## src/rtl/rapid_pkg.sv

```systemverilog
// RAPID core shared types.
// Memory sizes, stage control bundle and memory-stage states.
package rapid_pkg;

  typedef enum logic [2:0] {
    MEM_B  = 3'b000,
    MEM_H  = 3'b001,
    MEM_W  = 3'b010,
    MEM_BU = 3'b100,
    MEM_HU = 3'b101
  } mem_size_e;

  typedef struct packed {
    logic      reg_write;
    logic      mem_read;
    logic      mem_write;
    mem_size_e mem_size;
  } control_s;

  typedef enum logic {
    S_IDLE,
    S_WAIT
  } mem_state_e;

  function automatic logic is_aligned(
    input mem_size_e  size,
    input logic [1:0] off
  );
    logic ok;
    case (size)
      MEM_H, MEM_HU: ok = ~off[0];
      MEM_W:         ok = (off == 2'b00);
      default:       ok = 1'b1;
    endcase
    return ok;
  endfunction

endpackage

```

## src/rtl/mem_lane_align.sv

```systemverilog
// Byte-lane steering for stores and
// lane extraction plus extension for loads.
module mem_lane_align
  import rapid_pkg::*;
#(
  parameter int XLEN = 32
) (
  input  mem_size_e        size,
  input  logic [1:0]       off,
  input  logic             load,
  input  logic [XLEN-1:0]  data,
  output logic [3:0]       be,
  output logic [XLEN-1:0]  result
);

  logic [XLEN-1:0] shifted;

  always_comb begin
    shifted = data >> {off, 3'b000};
    be      = 4'b1111;
    result  = data;
    if (load) begin
      case (size)
        MEM_B:   result = {{(XLEN-8){shifted[7]}},
                           shifted[7:0]};
        MEM_BU:  result = {{(XLEN-8){1'b0}},
                           shifted[7:0]};
        MEM_H:   result = {{(XLEN-16){shifted[15]}},
                           shifted[15:0]};
        MEM_HU:  result = {{(XLEN-16){1'b0}},
                           shifted[15:0]};
        default: result = shifted;
      endcase
    end else begin
      case (size)
        MEM_B, MEM_BU: begin
          result = {4{data[7:0]}};
          be     = 4'b0001 << off;
        end
        MEM_H, MEM_HU: begin
          result = {2{data[15:0]}};
          be     = 4'b0011 << off;
        end
        default: begin
          result = data;
          be     = 4'b1111;
        end
      endcase
    end
  end

endmodule

```

## src/rtl/mem_access_stage.sv

```systemverilog
// RAPID memory-access stage: dmem req/ack
// transaction, lane steering, result beat.
module mem_access_stage
  import rapid_pkg::*;
#(
  parameter int XLEN = 32
) (
  input  logic            i_clk,
  input  logic            i_reset,
  input  logic            i_valid,
  output logic            o_ready,
  input  control_s        i_control_signal,
  input  logic [XLEN-1:0] i_alu_result,
  input  logic [XLEN-1:0] i_store_data,
  input  logic [4:0]      i_rd,
  output logic            o_dmem_req,
  output logic            o_dmem_we,
  output logic [XLEN-1:0] o_dmem_addr,
  output logic [XLEN-1:0] o_dmem_wdata,
  output logic [3:0]      o_dmem_be,
  input  logic            i_dmem_ack,
  input  logic [XLEN-1:0] i_dmem_rdata,
  output logic            o_valid,
  output logic [XLEN-1:0] o_wb_data,
  output logic [4:0]      o_rd,
  output control_s        o_control_signal,
  output logic            o_misaligned
);

  mem_state_e      state;
  control_s        pend_ctrl;
  logic [XLEN-1:0] pend_addr;
  logic [4:0]      pend_rd;

  logic            is_mem;
  logic            aligned;
  logic [3:0]      st_be;
  logic [XLEN-1:0] st_wdata;
  logic [XLEN-1:0] ld_data;

  assign o_ready = (state == S_IDLE);
  assign is_mem  = i_control_signal.mem_read
                 | i_control_signal.mem_write;
  assign aligned = is_aligned(i_control_signal.mem_size,
                              i_alu_result[1:0]);

  mem_lane_align #(.XLEN(XLEN)) u_store_align (
    .size   (i_control_signal.mem_size),
    .off    (i_alu_result[1:0]),
    .load   (i_control_signal.mem_read),
    .data   (i_store_data),
    .be     (st_be),
    .result (st_wdata)
  );

  mem_lane_align #(.XLEN(XLEN)) u_load_align (
    .size   (pend_ctrl.mem_size),
    .off    (pend_addr[1:0]),
    .load   (1'b1),
    .data   (i_dmem_rdata),
    .be     (),
    .result (ld_data)
  );

  always_ff @(posedge i_clk) begin
    if (i_reset) begin
      state            <= S_IDLE;
      pend_ctrl        <= '0;
      pend_addr        <= '0;
      pend_rd          <= '0;
      o_dmem_req       <= 1'b0;
      o_dmem_we        <= 1'b0;
      o_dmem_addr      <= '0;
      o_dmem_wdata     <= '0;
      o_dmem_be        <= '0;
      o_valid          <= 1'b0;
      o_wb_data        <= '0;
      o_rd             <= '0;
      o_control_signal <= '0;
      o_misaligned     <= 1'b0;
    end else begin
      o_valid <= 1'b0;
      case (state)
        S_IDLE: begin
          if (i_valid && is_mem && aligned) begin
            state        <= S_WAIT;
            pend_ctrl    <= i_control_signal;
            pend_addr    <= i_alu_result;
            pend_rd      <= i_rd;
            o_dmem_req   <= 1'b1;
            o_dmem_we    <= i_control_signal.mem_write;
            o_dmem_addr  <= {i_alu_result[XLEN-1:2],
                             2'b00};
            o_dmem_wdata <= st_wdata;
            o_dmem_be    <= st_be;
          end else if (i_valid) begin
            // misaligned ops retire as a flagged
            // beat that must not write the RF
            o_valid          <= 1'b1;
            o_wb_data        <= i_alu_result;
            o_rd             <= i_rd;
            o_control_signal <= i_control_signal;
            o_misaligned     <= is_mem;
            if (is_mem) begin
              o_control_signal.reg_write <= 1'b0;
            end
          end
        end
        S_WAIT: begin
          if (i_dmem_ack) begin
            state            <= S_IDLE;
            o_dmem_req       <= 1'b0;
            o_valid          <= 1'b1;
            o_wb_data        <= pend_ctrl.mem_read
                              ? ld_data : pend_addr;
            o_rd             <= pend_rd;
            o_control_signal <= pend_ctrl;
            o_misaligned     <= 1'b0;
          end
        end
        default: state <= S_IDLE;
      endcase
    end
  end

endmodule

```

## config.mk

```make
export PLATFORM = sky130hd
export DESIGN_NAME = mem_access_stage
export DESIGN_NICKNAME = d
export VERILOG_FILES = /design/src/rtl/rapid_pkg.sv /design/src/rtl/mem_lane_align.sv /design/src/rtl/mem_access_stage.sv
export SDC_FILE = /design/constraint.sdc
export NUM_CORES = 1
export LEC_CHECK = 0
export ABC_AREA = 1
export CAP_MARGIN = 0
export CORE_MARGIN = 2
export CORE_UTILIZATION = 43
export DETAILED_ROUTE_END_ITERATION = 8
export PLACE_DENSITY = 0.8
export SLEW_MARGIN = 20
export SYNTH_ARGS = -nofsm -noshare
export SYNTH_HDL_FRONTEND = slang
export SYNTH_SLANG_ARGS = --single-unit
```

## constraint.sdc

```tcl
create_clock -name i_clk -period 1.9 [get_ports i_clk]
set_input_delay 0.57 -clock i_clk [delete_from_list [all_inputs] [get_ports i_clk]]
set_output_delay 0.57 -clock i_clk [all_outputs]
set_load 0.005 [all_outputs]
```

==> summary.txt <==
Setup path
  • Crit Path Class: reg2out
  • CP max FO: 2
  • Crit-path cells: clkdlybuf4s50_1
  • Req. time, crit path: 1.33 ns
  • Critical path launch point type: flip-flop
  • Crit. End Element: primary output
  • Crit path DAT: 1.30 ns
  • Max incr delay on CP: 0.52 ns
  • CP delay by family, top: buffers and inverters
  • Crit-path slowest cell: clkdlybuf4s50_1
  • WP buf/inv: 1

Floorplanning
  • Area of the core: 17200 sq um
  • Starting Density: 44.0%
  • Die ar.: 18700 sq um
  • Chip width: 137 microns
  • IO Pins: 227
  • Row Count: 48
  • Die height: 137 microns

Power
  • Power Density: 786 nW/um^2
  • Total power draw: 8.70 mW
  • VDD IR max: 0.000645 V
  • Leak pwr: 5.15 nW

Clocking
  • H-tree lvl count: 4
  • CTS buffer count: 17
  • Clk Latency, worst-skew pair: 0.43 ns
  • CTS tree: built
  • Clock sinks: 126
  • CTS root buf: clkbuf_16
  • Clock-pin slew on the worst setup and hold paths: 0.06 ns
  • Clk buf depth: 2
  • Hold buffers post-CTS: 0

Cells and area
  • Finished Cell Area: 11100 sq um
  • # fillers: 1525
  • Fin nets: 1613
  • Area Overhead vs Synth: 46.1%
  • ANT cells: 0
  • Layout cell share with drive strength beyond 1: 10.8%

Synthesis
  • Sequential-to-total area share from yosys stat: 33.3%
  • Syn Inst Count: 1277
  • Area leader, netlist: dfxtp_1
  • Post-synthesis cell area: 7580 sq um
  • Yosys warning total: 0
  • Synth unique cells: 26
  • Top post-synthesis cells by area: dfxtp_1 33%, nand2_1 20%, a21oi_1 8.1%
  • Syn Area/Cell: 5.93 sq um
  • Synth top area share: 33.3%
  • Yosys reg bits: 126

Timing
  • Fmax: 0.534 GHz
  • Fin. max-slew vios: 0
  • Final period utilization: 98.6%
  • Final Hold Vio Count: 0
  • Unrepaired setup endpoints after global routing: true
  • WHS: 0.452 ns
  • Shortest period the worst path allows: 1.87 ns
  • Final setup viols: 0
  • Setup Skew: 0.0106 ns

Detailed routing
  • WL final: 27600 microns
  • DR vias: 9132
  • DR iter-0 viols: 886
  • Vias per Instance: 5.25
  • DRC: 0
  • WL/cell: 15.9 microns
  • First-pass iteration count of the detailed router: 6
  • Post-route ant nets: 0

Placed design
  • PortBufs: 224
  • Hpwl dp: 19800 microns
  • Routability cong.: 0.998
  • Cell Area, Placed: 10300 sq um

GRT
  • Initial antenna violation count: 1
  • Largest net degree at the start of global routing: 50
  • GR Overflow Total: 0
  • Vias in the first global route: 8410
  • GRT Overall Usage: 28.7%
  • First-pass GRT wire length: 41800 microns

Run
  • Max cap viols: 0

Worst hold path
  • Worst Hold Class: reg2reg

Outcome
  • Outcome: finished, final reports clean
-- cell families after synthesis --
logic type,synth area share [%]
DFF,33.3
and+or+nand+nor,35.8
AOI/OAI and AO/OA,17.1
other,0.0495
buffers and inverters,13.8
-- cells in the mapped netlist --
master and n:
nor2_4 1, o22ai_1 20, nor2_2 3, nand3_1 104, a211oi_2 1, buf_2 28
conb_1 1, nand4_1 6, a21oi_1 123, o21ai_0 83, nand2_1 409, clkbuf_1 45
or2_2 2, and3_1 1, nor2_1 144, inv_1 110, nand3_2 2, a31oi_1 8
o211ai_1 9, o21bai_1 1, dfxtp_1 126, buf_4 38, inv_2 3, buf_1 7
nand2_2 1, nor3_1 1
-- routing by layer --
layer | vias to the layer above | share of wire, % | GRT usage, %
met5 | - | 0.047 | 0
met4 | 2 | 3.7 | 12.8
met3 | 92 | 9.2 | 7.11
met2 | 469 | 47 | 47.8
met1 | 4074 | 40 | 34.9
li1 | 4495 | - | -
-- cells in the final DEF (no fill, tap or decap), drive strengths merged, types with 3 or more instances in the layout --
cell type and instances:
buf 99, a21oi 123, nand3 106, o211ai 9, inv 113, a31oi 8
dlygate4sd2 3, dlymetal6s2s 15, nor2 148, o21ai 83, o22ai 20, dfxtp 126
clkinv 6, clkbuf 23, nand4 6, nand2 410, clkdlybuf4s50 205
-- final cells by class --
class	instances	area (sq um)	area share, %
Timing Repair Buffer	323	3200	28.9
Sequential cell	126	2540	22.9
Inverter	113	427	3.85
Multi-Input combinational cell	921	4040	36.5
Clock inverter	10	113	1.02
Tap cell	225	282	2.54
Clock buffer	22	474	4.28
-- path summary, 6_finish.rpt --
kind,end,slack (ns),start,cells after the start
min reg2reg,o_dmem_req,0.45,o_dmem_req,2
max reg2reg,o_wb_data[31],0.26,state,8
max,o_dmem_wdata[2],0.03,o_dmem_wdata[2],1
min,o_dmem_req,0.45,o_dmem_req,2
-- power by group --
| part | total, mW | internal, mW | switching (mW) |
|---|---|---|---|
| clock network | 3.28 | 2.03 | 1.26 |
| logic | 2.38 | 1.16 | 1.22 |
| registers | 3.04 | 2.89 | 0.148 |
| total | 8.70 | 6.07 | 2.63 |
-- metrics by stage --
step	std cells	setup slack [ns]	utilization, %	TNS [ns]
after floorplan	1278	0.0823	-	0
after CTS	1739	0.00662	63.6	0
after global routing	1740	-0.00417	64.3	-0.00417
after detailed placement	1703	-0.548	59.9	-56.88
after global placement	1703	-0.505	59.9	-50.77
final	1740	0.0272	64.3	0
-- repair_timing --
action                                 CTS  global route
buffers inserted                         4             0
setup endpoints to repair               98           119
gates resized for setup                  9            47
gates cloned                             0             1
pin swaps                                1             1
endpoints found under the hold margin    0             0
-- registers in the layout, summed over array words and instances, names as in the netlist --
name	count
o_dmem_wdata	32
state	1
pend_rd	5
pend_addr	32
o_control_signal	6
o_misaligned	1
o_valid	1
o_dmem_be	4
pend_ctrl	6
o_rd	5
o_dmem_req	1
o_wb_data	32
Power figures use the tool's default switching activity.
